### src/rtl/limp_cycle_controller.sv
// Tank cleaning cycle sequencer: drain, timed rinse passes, refill and an optional fertiliser dose.
// Valve and status outputs are a pure decode of the state register.
module limp_cycle_controller #(
    parameter int CNT_W         = 16,
    parameter int DRAIN_TIMEOUT = 1000,
    parameter int RINSE_TIME    = 200,
    parameter int RINSE_CYCLES  = 3,
    parameter int FILL_TIMEOUT  = 1000,
    parameter int DOSE_TIME     = 50
) (
    input  logic       i_clk,
    input  logic       i_rst_n,
    input  logic       i_start,
    input  logic       i_abort,
    input  logic       i_clear,
    input  logic       i_adb_req,
    input  logic       i_low,
    input  logic       i_high,
    output logic       o_ve,
    output logic       o_vs,
    output logic       o_vd,
    output logic       o_busy,
    output logic       o_done,
    output logic       o_fault,
    output logic [1:0] o_fault_code,
    output logic [2:0] o_state
);

    typedef enum logic [2:0] {
        S_IDLE  = 3'd0,
        S_DRAIN = 3'd1,
        S_RINSE = 3'd2,
        S_FILL  = 3'd3,
        S_DOSE  = 3'd4,
        S_DONE  = 3'd5,
        S_FAULT = 3'd6
    } state_t;

    localparam logic [CNT_W-1:0] L_DRAIN_LAST = CNT_W'(DRAIN_TIMEOUT - 1);
    localparam logic [CNT_W-1:0] L_RINSE_LAST = CNT_W'(RINSE_TIME - 1);
    localparam logic [CNT_W-1:0] L_FILL_LAST  = CNT_W'(FILL_TIMEOUT - 1);
    localparam logic [CNT_W-1:0] L_DOSE_LAST  = CNT_W'(DOSE_TIME - 1);
    localparam logic [CNT_W-1:0] L_TIMER_MAX  = '1;
    localparam logic [3:0]       L_PASS_LAST  = 4'(RINSE_CYCLES - 1);

    localparam logic [1:0] L_CODE_NONE     = 2'b00;
    localparam logic [1:0] L_CODE_DRAIN    = 2'b01;
    localparam logic [1:0] L_CODE_FILL     = 2'b10;
    localparam logic [1:0] L_CODE_CONFLICT = 2'b11;

    state_t           r_state;
    state_t           w_state_next;
    logic [CNT_W-1:0] r_timer;
    logic [CNT_W-1:0] w_timer_next;
    logic [3:0]       r_rinse_cnt;
    logic [3:0]       w_rinse_cnt_next;
    logic             r_dose_pend;
    logic             w_dose_pend_next;
    logic [1:0]       r_fault_code;
    logic [1:0]       w_fault_code_next;
    logic             w_timer_restart;
    logic             w_conflict;
    logic             w_active;

    assign w_conflict = i_low & i_high;
    assign w_active   = (r_state == S_DRAIN) || (r_state == S_RINSE) ||
                        (r_state == S_FILL)  || (r_state == S_DOSE);

    always_ff @(posedge i_clk or negedge i_rst_n) begin
        if (!i_rst_n) begin
            r_state      <= S_IDLE;
            r_timer      <= '0;
            r_rinse_cnt  <= '0;
            r_dose_pend  <= 1'b0;
            r_fault_code <= L_CODE_NONE;
        end else begin
            r_state      <= w_state_next;
            r_timer      <= w_timer_next;
            r_rinse_cnt  <= w_rinse_cnt_next;
            r_dose_pend  <= w_dose_pend_next;
            r_fault_code <= w_fault_code_next;
        end
    end

    always_comb begin
        w_state_next      = r_state;
        w_rinse_cnt_next  = r_rinse_cnt;
        w_fault_code_next = r_fault_code;
        w_timer_restart   = 1'b0;

        // Conflict and abort pre-empt every active phase's own transitions.
        if (w_active && w_conflict) begin
            w_state_next      = S_FAULT;
            w_fault_code_next = L_CODE_CONFLICT;
        end else if (w_active && i_abort) begin
            w_state_next     = S_IDLE;
            w_rinse_cnt_next = '0;
        end else begin
            case (r_state)
                S_IDLE: begin
                    if (i_start) begin
                        w_state_next = S_DRAIN;
                    end
                end
                S_DRAIN: begin
                    if (i_low) begin
                        w_state_next     = S_RINSE;
                        w_rinse_cnt_next = '0;
                    end else if (r_timer == L_DRAIN_LAST) begin
                        w_state_next      = S_FAULT;
                        w_fault_code_next = L_CODE_DRAIN;
                    end
                end
                S_RINSE: begin
                    if (r_timer == L_RINSE_LAST) begin
                        if (r_rinse_cnt == L_PASS_LAST) begin
                            w_state_next = S_FILL;
                        end else begin
                            w_rinse_cnt_next = r_rinse_cnt + 4'd1;
                            w_timer_restart  = 1'b1;
                        end
                    end
                end
                S_FILL: begin
                    // The full sensor is checked before the timeout so a coincident level wins.
                    if (i_high) begin
                        w_state_next = r_dose_pend ? S_DOSE : S_DONE;
                    end else if (r_timer == L_FILL_LAST) begin
                        w_state_next      = S_FAULT;
                        w_fault_code_next = L_CODE_FILL;
                    end
                end
                S_DOSE: begin
                    if (r_timer == L_DOSE_LAST) begin
                        w_state_next = S_DONE;
                    end
                end
                S_DONE: begin
                    w_state_next = S_IDLE;
                end
                S_FAULT: begin
                    if (i_clear) begin
                        w_state_next      = S_IDLE;
                        w_fault_code_next = L_CODE_NONE;
                    end
                end
                default: begin
                    w_state_next = S_IDLE;
                end
            endcase
        end
    end

    always_comb begin
        if ((w_state_next != r_state) || w_timer_restart) begin
            w_timer_next = '0;
        end else if (r_timer != L_TIMER_MAX) begin
            w_timer_next = r_timer + CNT_W'(1);
        end else begin
            w_timer_next = r_timer;
        end
    end

    // A request on the same edge as the DOSE-entry clear keeps the flag set.
    always_comb begin
        w_dose_pend_next = r_dose_pend;
        if ((w_state_next == S_DOSE) && (r_state != S_DOSE)) begin
            w_dose_pend_next = 1'b0;
        end
        if (i_adb_req && (r_state != S_FAULT)) begin
            w_dose_pend_next = 1'b1;
        end
    end

    always_comb begin
        o_ve    = 1'b0;
        o_vs    = 1'b0;
        o_vd    = 1'b0;
        o_busy  = 1'b0;
        o_done  = 1'b0;
        o_fault = 1'b0;
        case (r_state)
            S_DRAIN: begin
                o_vs   = 1'b1;
                o_busy = 1'b1;
            end
            S_RINSE: begin
                o_ve   = 1'b1;
                o_vs   = 1'b1;
                o_busy = 1'b1;
            end
            S_FILL: begin
                o_ve   = 1'b1;
                o_busy = 1'b1;
            end
            S_DOSE: begin
                o_vd   = 1'b1;
                o_busy = 1'b1;
            end
            S_DONE:  o_done  = 1'b1;
            S_FAULT: o_fault = 1'b1;
            default: ;
        endcase
    end

    assign o_fault_code = r_fault_code;
    assign o_state      = r_state;

endmodule

### config.mk
export PLATFORM = sky130hd
export DESIGN_NAME = limp_cycle_controller
export DESIGN_NICKNAME = d
export VERILOG_FILES = /design/src/rtl/limp_cycle_controller.sv
export SDC_FILE = /design/constraint.sdc
export NUM_CORES = 1
export LEC_CHECK = 0
export BUFFER_PORTS_ARGS = -buffer_cell sky130_fd_sc_hd__buf_2
export CORE_ASPECT_RATIO = 0.6
export CORE_MARGIN = 4
export CORE_UTILIZATION = 25
export DETAILED_ROUTE_END_ITERATION = 8
export HOLD_SLACK_MARGIN = 0.08
export PLACE_DENSITY = 0.38
export SYNTH_ARGS = -nofsm -noshare
export SYNTH_HDL_FRONTEND = slang
export SYNTH_SLANG_ARGS = --single-unit
### constraint.sdc
create_clock -name i_clk -period 3.6 [get_ports i_clk]
set_input_delay 0.72 -clock i_clk [delete_from_list [all_inputs] [get_ports i_clk]]
set_output_delay 0.72 -clock i_clk [all_outputs]
set_load 0.05 [all_outputs]
Word level (Yosys, flattened, before mapping)
Cells that the tools add are included.

storage, ports and cells
  register bits after elaboration = 26
  latch bits = 0
  memory bits (writable) = 0
  memory bits (read-only) = 0
  bits of input ports = 8
  word-level logic and storage cells = 91
  memories = 0

cells by class
  $add $sub $neg = 2
  multiply operators = 0
  div/mod/pow operators = 0
  $lt $le $gt $ge = 0
  equal/unequal tests = 24
  shift operators = 0
  muxes and demuxes = 40
  bitwise logic cells = 2
  reduce and logical (&&, ||, !) cells = 18

operators with widths
  cell                                                    number
  two-way mux 16 bit                                      2
  two-way mux 3 bit                                       10
  one-hot mux 3 bit (6 select lines)                      1
  adder 16 x 1 -> 16 bit (second input constant)          1
  equality test 16 x 10 -> 1 bit (second input constant)  1
  equality test 16 x 6 -> 1 bit (second input constant)   1
  equality test 16 x 8 -> 1 bit (second input constant)   1
  two-way mux 4 bit                                       4
  != test 16 bit (second input constant)                  1
  two-way mux 1 bit                                       14
  two-way mux 2 bit                                       7
  equality test 3 bit (second input constant)             4
  != test 3 bit (second input constant)                   4
  != test 3 x 1 -> 1 bit (second input constant)          3
  != test 3 x 2 -> 1 bit (second input constant)          3
  one-hot mux 4 bit (2 select lines)                      1
  AND reduction 7 bit                                     1
  equality test 3 x 2 -> 1 bit (second input constant)    2
  one-hot mux 2 bit (3 select lines)                      1
  AND reduction 5 bit                                     1
  adder 4 x 1 -> 4 bit (second input constant)            1
  equality test 4 x 2 -> 1 bit (second input constant)    1
  logical AND 1 bit                                       4
  logical OR 1 bit                                        4
  11 further kinds                                        13

Logic depth before layout (Yosys ltp)
Gate-level depths: netlist of the first run.

  depth after elaboration = 11
  gate-level depth with buffers = 9
  gate-level depth less buffers = 8

Worst setup path after synthesis of the first run
No wires, ideal clock.

  path type = reg-to-output
  from = register r_state[0], in the netlist o_state[0]
  to = output port o_vs
  arrival = 1980 ps
  required time = 2880 ps
  slack = 900 ps
  cell stages (with the launch flop) = 5
  buffers on the path = 2
  path through = dfrtp_1 -> buf_2 -> buf_1 -> xnor2_1 -> nor2_1

between the ends
  cells in the longest elaborated chain, start to end = 3
  elaborated cells between the ends (all ways) = 4

ends and longest elaborated chain
  element                                                                       RTL line  RTL
  start, declared                                                               51        state_t r_state;
  start signal, assigned                                                        77        r_state <= w_state_next;
  equality test 3 x 1 -> 1 bit or equality test 3 x 2 -> 1 bit (tied branches)  182       case (r_state)
  OR reduction 2 bit (no source line) (*)                                       -
  two-way mux 1 bit (*)                                                         182
  end, declared                                                                 20        output logic o_vs,

Every way passes the cells marked *; elsewhere a longest branch is shown, timed or not.

Worst setup path after layout of the first run
  from = register r_state[0], in the netlist o_state[0]
  to = register r_timer[3]

between the ends
  cells in the longest elaborated chain, start to end = 10
  elaborated cells between the ends (all ways) = 29

ends and longest elaborated chain
  element                                                                                     RTL line  RTL
  parallel branches: the longest is 8 deep, another holds one-hot mux 3 bit (6 select lines)  -
  logical OR 1 bit (*)                                                                        155       if ((w_state_next != r_state) || w_timer_restart) begin
  two-way mux 16 bit or nonzero test 2 bit (tied branches)                                    -
  end signal, assigned                                                                        78        r_timer <= w_timer_next;
  end, declared                                                                               53        logic [CNT_W-1:0] r_timer;

Mark *: on every way between the ends.
A chain may end at the register's enable or synchronous reset.

==> results of run 1 <==
[state kept, by name (all words and copies together), names as in the netlist]
name	cells
r_dose_pend	1
o_fault_code	2
o_state	3
r_rinse_cnt	4
r_timer	16
[critical path: cells and delay by family (launching register included)]
family          cells  cell delay (ns)
compound gates      4             1.15
buf+inv             1             0.25
flops               1             0.73
simple gates        2             0.36
[synthesized netlist by cell type, drive strengths merged (3+ instances only)]
library cell / instances / area, um2
a211oi: 3 / 22.52
a21o: 3 / 22.52
a21oi: 11 / 55.05
a31oi: 3 / 18.77
and3: 5 / 31.28
buf: 6 / 42.54
clkbuf: 4 / 15.01
dfrtp: 26 / 650.6
ha: 4 / 50.05
inv: 14 / 52.55
nand2: 18 / 67.56
nand2b: 4 / 25.02
nand3: 5 / 25.02
nand4: 9 / 56.30
nand4b: 3 / 41.29
nor2: 39 / 178.9
nor2b: 3 / 18.77
nor3: 7 / 35.03
o21ai: 13 / 65.06
xnor2: 6 / 52.55
xor2: 7 / 61.31
[metal layers]
metal	wire length [um]	global-route usage, %	vias up
li1	-	-	831
met5	0	0	-
met2	1770	14.49	41
met3	243	3.904	2
met4	6	1.523	0
met1	3116	20.15	787
[area by class of cell]
cell class                 instances  area [um2]  share of cell area, %
timing repair buffer              22       120.1                  5.559
multi-input combinational        175        1119                  51.77
inverter                          14       52.55                  2.432
clock buffer                       4       88.84                  4.111
tap                              104       130.1                  6.022
sequential                        26       650.6                  30.11
[layout by cell type (no fill, tap or decap), drive strengths merged, types with 2 or more instances in the layout]
cell type	synthesis	layout
a2111oi	2	2
a211o	2	2
a211oi	3	3
a21o	3	3
a21oi	11	11
a31oi	3	3
and2	2	2
and3	5	5
buf	6	22
clkbuf	4	4
dfrtp	26	26
ha	4	4
inv	14	14
mux2i	2	2
nand2	18	18
nand2b	4	4
nand3	5	5
nand4	9	9
nand4b	3	3
nor2	39	39
nor2b	3	3
nor3	7	7
nor4	2	2
o21ai	13	13
o22ai	2	2
or3	2	2
or3b	2	2
xnor2	6	6
xor2	7	7
[stage by stage]
stage               setup WS, ns  power (mW)  hold WS (ns)  std cells
floorplan                 0.9004      0.9310        0.4244        225
global placement          0.8954       1.093        0.4979        341
detailed placement        0.8472       1.078        0.5057        341
CTS                        1.002       1.364        0.4920        345
global route              0.7500       1.441        0.5158        345
finish                    0.9870       1.349        0.4570        345
[power by group through the flow]
stage | sequential (mW) | clock, mW | combinational [mW]
finish | 0.395 | 0.275 | 0.680
global route | 0.404 | 0.298 | 0.739
CTS | 0.393 | 0.288 | 0.682
detailed placement | 0.399 | 0 | 0.679
global placement | 0.402 | 0 | 0.691
floorplan | 0.431 | 0 | 0.500
[worst paths after layout]
kind	start	end	slack [ns]
max	o_state[0]$_DFF_PN0_	r_timer[3]$_DFFE_PN0P_	0.99
min	i_rst_n	r_timer[1]$_DFFE_PN0P_	0.46
max reg2reg	o_state[0]$_DFF_PN0_	r_timer[3]$_DFFE_PN0P_	0.99
min reg2reg	o_fault_code[1]$_DFFE_PN0P_	o_fault_code[1]$_DFFE_PN0P_	0.52
max in group asynchronous	i_rst_n	o_state[2]$_DFF_PN0_	2.73
min in group i_clk	o_fault_code[1]$_DFFE_PN0P_	o_fault_code[1]$_DFFE_PN0P_	0.52
[cells by family (layout without fill, tap and decap cells)]
family / Yosys count / count (layout) / share of synthesized area [%]
and+or+nand+nor: 106 / 106 / 31.42
AOI/OAI and AO/OA: 50 / 50 / 18.31
DFF: 26 / 26 / 34.62
buffers and inverters: 24 / 40 / 5.859
xor gates and xnor gates: 13 / 13 / 6.059
adders and majority gates: 4 / 4 / 2.663
muxes: 2 / 2 / 1.065
==> results.tsv, run 1 <==
metric	value	unit
status	complete, no violations	
CP arrival	2.77	ns
total I/O pin count	19	
# DRC	0	
Fillers	798	
HPWL after detailed placement	3.954	mm
Max transition margin	59.23	%
critical-path maximum fanout	17	
layout net count	254	
FMAX	382.7	MHz
CTS buffer count	3	
Async S/R FF share, synth	100.0	%
antenna violations before repair	0	
final critical-path required period	2.613	ns
Critical Path, Cell by Cell	nor2b_1, o21ai_0, a2111oi_0, a211oi_1, o2111ai_4, buf_4, nor2_2	
clock sinks	26	
FF-to-FF path depth	7	
final worst-path cycle share	72.58	%
Synth cell types	52	
Initial Utilization	25.75	%
syn_nets	237	
antenna cells	0	
register bit total from synthesis	26	
Worst Setup End Kind	flop	
area grow syn2layout	14.98	%
Die Wd	119.9	um
Global Route Usage Sum	12.09	%
layout cell share with drive strength beyond 1	18.26	%
Slew Viols, Final	0	
Int Power	0.7026	mW
Vias per Instance	4.814	
power per standard cell area	624.3	nW/um2
root buffer cell	clkbuf_16	
DRT Wirelength	5.136	mm
Finished Cell Area	2161	um2
crit path kind	reg2reg	
pin count of the biggest net entering global routing	27	
Tightest Pin Transition	0.6116	ns
cell row count	24	
IO Port Bufs	18	
Resized Gates After CTS	0	
Comb pwr share	50.4	%
Worst-Skew Late Latency	0.26	ns
max incr delay on CP	0.73	ns
Sw Ratio	47.92	%
H-Tree Level Count	1	
EDFF count, synth	0	
Mapped Cells	225	
Final Setup Violations	0	
warnings from Yosys	0	
first-pass GRT wire length	8.528	mm
Slowest-stage cell, CP	dfrtp_1	
final hold vios	0	
RSZ-0062 raised after global routing	false	
# Max-Cap Violations	0	
Worst-path clk slew	0.07	ns
DR vias	1661	
Hold Crit Class	in2async	
via count of the first global-routing pass	1525	
TNS Setup	0	ns
CTS tree	built	
P_sw	0.6463	mW
Final Util	29.61	%
Leakage Power	0.8940	nW
drt first pass iters	4	
maximum buffer depth of the clock tree	2	
startpoint types	flop	
clock power share	20.4	%
Fin Clk Skew	0.003984	ns
Post-CTS Hold Fix Bufs	0	
Max VDD drop	0.0002445	V
core area	7297	um2
ys flop type	dfrtp_1	
ANT nets after route	0	
Wirelength per Cell	14.89	um
Avg Cell Area, Syn	8.352	um2
sequential share of the synthesized area	34.62	%
full die area	9014	um2
post-CTS setup buffer count	0	
Seq pwr share	29.3	%
Initial DRC Count	140	
gr ovfl total	0	
WP data required	3.76	ns
placed inst area	2072	um2
Placer Congestion	0.8151	
Die Height	75.16	um
synthesized area	1879	um2
No activity file was read; power rests on OpenSTA's default activity.
==> inputs of run 2 (changes only) <==
Clock period 3.6 ns to 2.62 ns, I/O delays scaled along.
==> results.tsv, run 2 (synthesis gave the netlist of run 1 again) <==
metric	value	unit	change
drt first pass iters	4		unchanged
P_sw	0.9147	mW	+42%
# DRC	0		unchanged
Slew Viols, Final	0		unchanged
Hold WS	0.2708	ns	-0.1862 ns
Comb pwr share	52.9	%	+2.5 points
final worst-path cycle share	91.90	%	
Leakage Power	0.9787	nW	+9.5%
CP startpoint	o_state[1]$_DFF_PN0_		
commonest non-fill, non-tap cells in the layout	nor2_1, dfrtp_1, nand2_1, buf_2, buf_4		
area grow syn2layout	23.17	%	
Hold Crit Class	in2async		
DRT Wirelength	5.321	mm	+3.6%
Global Route Usage Sum	12.20	%	+0.11 points
core area	7297	um2	unchanged
final critical-path required period	2.408	ns	
power per standard cell area	892.5	nW/um2	+43%
Post-CTS Hold Fix Bufs	0		unchanged
max incr delay on CP	0.67	ns	-0.06 ns
gr ovfl total	0		unchanged
Die Wd	119.9	um	unchanged
DR vias	1700		+2.3%
RSZ-0062 raised after global routing	false		
status	complete, no violations		
clock power share	21.7	%	+1.3 points
FMAX	415.3	MHz	
crit path kind	reg2out		
Max VDD drop	0.0004092	V	+67%
first-pass GRT wire length	8.659	mm	+1.5%
Initial DRC Count	169		+21%
Worst-path clk slew	0.07	ns	about the same
Largest register FFs	16		unchanged
Resized Gates After CTS	0		unchanged
commonest non-fill, non-tap cell in the layout	nor2_1		
HPWL after detailed placement	4.206	mm	+6.4%
Total Power	2.066	mW	+53%
Int Power	1.151	mW	+64%
Worst Setup End Kind	output port		
Max transition margin	59.51	%	+0.28 points
antenna cells	0		unchanged
Sw Ratio	44.28	%	-3.6 points
reg-to-reg startpoint	r_rinse_cnt[0]$_DFFE_PN0P_		
Initial Utilization	25.75	%	unchanged
via count of the first global-routing pass	1512		-0.85%
Wirelength per Cell	14.82	um	-0.44%
Slowest-stage cell, CP	dfrtp_1		
ANT nets after route	0		unchanged
critical-path maximum fanout	17		unchanged
layout cell share with drive strength beyond 1	23.53	%	+5.3 points
pin count of the biggest net entering global routing	27		unchanged
CTS tree	built		
root buffer cell	clkbuf_16		
Non-Filler Instances	359		+4.1%
layout net count	268		+5.5%
dpl cells	355		+4.1%
startpoint types	flop		
Die Height	75.16	um	unchanged
Placer Congestion	0.7903		-3.0%
full die area	9014	um2	unchanged
IO Port Bufs	18		unchanged
total I/O pin count	19		unchanged
Biggest register	r_timer		
post-CTS setup buffer count	0		unchanged
TNS Setup	0	ns	unchanged
Finished Cell Area	2315	um2	+7.1%
WP data required	2.10	ns	-1.66 ns
Critical Path, Cell by Cell	nor2_1, buf_4, xnor2_1, buf_2		
Tightest Pin Transition	0.6074	ns	-0.004211 ns
CTS buffer count	3		unchanged
Fin Clk Skew	0.006178	ns	+0.002194 ns
CP arrival	1.88	ns	-0.89 ns
Final Setup Violations	0		unchanged
Seq pwr share	25.4	%	-3.9 points
H-Tree Level Count	1		unchanged
final hold vios	0		unchanged
# Max-Cap Violations	0		unchanged
maximum buffer depth of the clock tree	2		unchanged
cell row count	24		unchanged
Worst-Skew Late Latency	0.26	ns	about the same
placed inst area	2205	um2	+6.4%
Vias per Instance	4.735		-1.6%
antenna violations before repair	0		unchanged
clock sinks	26		unchanged
[run 2: changes by cell type in the layout (fill, tap and decap cells not counted), sizes merged]
cell    previous run  this run
clkbuf             4         3
buf               22        36
bufinv             0         1
[run 2: worst max-delay path: cells and delay by family, from the launching register on]
family | cells | cell delay, ns
XOR/XNOR | 1 | 0.31
AND/OR/NAND/NOR | 1 | 0.13
flip-flops | 1 | 0.67
buffers and inverters | 2 | 0.51
[run 2: worst paths after layout]
kind	cells after the start	slack, ns	end
min in group i_clk	1	0.51	r_rinse_cnt[2]$_DFFE_PN0P_
setup / recovery	4	0.21	o_busy
hold reg to reg	1	0.51	r_rinse_cnt[2]$_DFFE_PN0P_
max in group asynchronous	1	1.96	r_timer[3]$_DFFE_PN0P_
hold / removal	1	0.27	r_timer[14]$_DFFE_PN0P_
setup reg to reg	10	0.23	r_timer[1]$_DFFE_PN0P_
[run 2: routing by layer]
metal	track usage (%)	share of wire (%)	up-vias
met5	0	0	-
met4	1.142	0.24	0
met3	2.778	5.9	2
met2	13.18	32	44
met1	22.22	62	791
li1	-	-	863
[run 2: power groups by stage]
stage	sequential [mW]	combinational (mW)	clock [mW]
floorplan	0.592	0.690	0
global placement	0.536	1.11	0
detailed placement	0.532	1.09	0
CTS	0.526	1.10	0.463
global route	0.538	1.17	0.483
finish	0.525	1.09	0.448
[run 2: cell type report]
class	count	area [um2]
Fill cell	798	4982
Multi-Input combinational cell	175	1126
Sequential cell	26	650.6
Timing Repair Buffer	36	250.2
Tap cell	104	130.1
Clock buffer	3	75.07
Inverter	14	52.55
Clock inverter	1	30.03
[run 2: stage by stage]
stage          setup slack, ns  utilization, %
6_report                0.2122           31.72
4_1_cts                 0.1392           31.65
3_3_place_gp            0.2479           30.21
2_1_floorplan           0.1080               -
5_1_grt                0.06328           31.72
3_5_place_dp            0.1211           30.21
==> inputs of run 3 (changes only) <==
Settings changed: CORE_ASPECT_RATIO 0.6 to 1.2.
==> results.tsv, run 3 (synthesis gave the netlist of run 1 again) <==
metric	value	unit	change
R2R setup slack	0.31	ns	+0.08 ns
Hold Crit Class	in2async		
root buffer cell	clkbuf_8		
status	complete, no violations		
placed inst area	2132	um2	-3.3%
total I/O pin count	19		unchanged
antenna violations before repair	0		unchanged
layout net count	264		-1.5%
Global Route Usage Sum	11.87	%	-0.33 points
FF-to-FF path depth	7		-3
Largest register FFs	16		unchanged
layout cell share with drive strength beyond 1	21.91	%	-1.6 points
Vias per Instance	4.821		+1.8%
area grow syn2layout	16.38	%	
crit path buf inv count	1		-1
gr ovfl total	0		unchanged
ANT nets after route	0		unchanged
power per standard cell area	822.0	nW/um2	-7.9%
startpoint types	flop		
pin count of the biggest net entering global routing	27		unchanged
Worst Setup End Kind	flop		
Die Wd	87.15	um	-27%
TNS Setup	0	ns	unchanged
Critical Path, Cell by Cell	nor2_1, a211o_1, a22oi_1, a211oi_1, o2111ai_4, buf_4, nor2_2		
first-pass GRT wire length	8.397	mm	-3.0%
Post-CTS Hold Fix Bufs	0		unchanged
Tightest Pin Transition	0.6222	ns	+0.01477 ns
Slew Viols, Final	0		unchanged
Biggest register	r_timer		
post-CTS setup buffer count	0		unchanged
# DRC	0		unchanged
Resized Gates After CTS	0		unchanged
CP startpoint	o_state[1]$_DFF_PN0_		
Final Util	30.07	%	-1.7 points
Setup crit end	r_timer[14]$_DFFE_PN0P_		
Placer Congestion	0.7678		-2.8%
area of the multi-input gates	1121	um2	-0.44%
cell row count	34		+42%
Leakage Power	0.9274	nW	-5.2%
final worst-path cycle share	88.36	%	-3.5 points
final critical-path required period	2.315	ns	-0.09283 ns
DRT Wirelength	4.848	mm	-8.9%
max incr delay on CP	0.73	ns	+0.06 ns
CTS buffer count	3		unchanged
commonest non-fill, non-tap cells in the layout	nor2_1, dfrtp_1, nand2_1, buf_2		
final hold vios	0		unchanged
DR vias	1644		-3.3%
commonest non-fill, non-tap cell in the layout	nor2_1		
worst setup margin	0.3050	ns	+0.09283 ns
Initial DRC Count	50		-70%
Levels on crit path	7		+3
clock sinks	26		unchanged
crit path kind	reg2reg		
Final Setup Violations	0		unchanged
critical-path maximum fanout	21		+4
Initial Utilization	25.83	%	+0.080 points
maximum buffer depth of the clock tree	2		unchanged
HPWL after detailed placement	3.786	mm	-10%
IO Port Bufs	18		unchanged
Fin Clk Skew	0.009631	ns	+0.003454 ns
Hold WS	0.2532	ns	-0.01761 ns
H-Tree Level Count	1		unchanged
RSZ-0062 raised after global routing	false		
Setup Slack @ Placement	0.2542	ns	+0.1331 ns
reg-to-reg startpoint	o_state[1]$_DFF_PN0_		
Max transition margin	58.52	%	-0.98 points
CP arrival	2.48	ns	+0.60 ns
drt first pass iters	4		unchanged
Die Height	103.0	um	+37%
CTS tree	built		
# Max-Cap Violations	0		unchanged
WP data required	2.79	ns	+0.69 ns
antenna cells	0		unchanged
Worst-path clk slew	0.10	ns	+0.03 ns
sequential cell area	650.6	um2	unchanged
Wirelength per Cell	14.22	um	-4.1%
Slowest-stage cell, CP	dfrtp_1		
core area	7274	um2	-0.31%
via count of the first global-routing pass	1663		+10%
Finished Cell Area	2187	um2	-5.5%
full die area	8974	um2	-0.45%
Fillers	793		-0.63%
Max VDD drop	0.0004302	V	+5.1%
FMAX	432.0	MHz	+4.0%
Worst-Skew Late Latency	0.28	ns	+0.02 ns
family with the most delay on the worst path	compound AO/OA/AOI/OAI gates		
RR Endpoint	r_timer[14]$_DFFE_PN0P_		
[run 3: cell types whose count changed in the layout (fill, tap and decap cells not counted)]
cell,change
nor3_2,-1
clkbuf_16,-3
buf_12,-2
nor3_1,+1
clkbuf_8,+4
bufinv_16,-1
buf_4,-2
[run 3: through the flow]
| stage | std cells | total power [mW] |
|---|---|---|
| detailed placement | 337 | 1.551 |
| global route | 341 | 1.934 |
| global placement | 337 | 1.568 |
| floorplan | 225 | 1.282 |
| CTS | 341 | 1.826 |
| finish | 341 | 1.798 |
[run 3: final cells by class]
type                    instances  area share (%)
multi-input cells             175           51.26
flip-flops and latches         26           29.75
repair buffers                 32           8.924
well taps                      90           5.149
clock buffers                   4           2.517
inverters                      14           2.403
[run 3: power by group]
group / total, mW / switching, mW / internal, mW
clock: 0.267 / 0.132 / 0.135
sequential: 0.512 / 0.0666 / 0.445
combinational: 1.02 / 0.668 / 0.351
total: 1.80 / 0.867 / 0.931
[run 3: how the worst min path moves through the flow]
| stage | from | endpoint | slack, ns | depth (start not counted) |
|---|---|---|---|---|
| 4_1_cts | i_rst_n | r_timer[3]$_DFFE_PN0P_ | 0.28 | 1 |
| 5_1_grt | i_rst_n | r_timer[1]$_DFFE_PN0P_ | 0.29 | 1 |
| 3_3_place_gp | o_fault_code[1]$_DFFE_PN0P_ | o_fault_code[1]$_DFFE_PN0P_ | 0.51 | 1 |
| 6_report | i_rst_n | r_timer[1]$_DFFE_PN0P_ | 0.25 | 1 |
| 3_5_place_dp | o_fault_code[1]$_DFFE_PN0P_ | o_fault_code[1]$_DFFE_PN0P_ | 0.51 | 1 |
| 2_1_floorplan | i_rst_n | o_fault_code[0]$_DFFE_PN0P_ | 0.23 | 0 |
[run 3: metal layers]
metal / global-route usage, % / share of wire (%) / vias up
li1: - / - / 849
met1: 15.13 / 45 / 769
met2: 20.69 / 50 / 21
met3: 1.519 / 3.5 / 5
met4: 3.896 / 1.4 / 0
met5: 0 / 0 / -
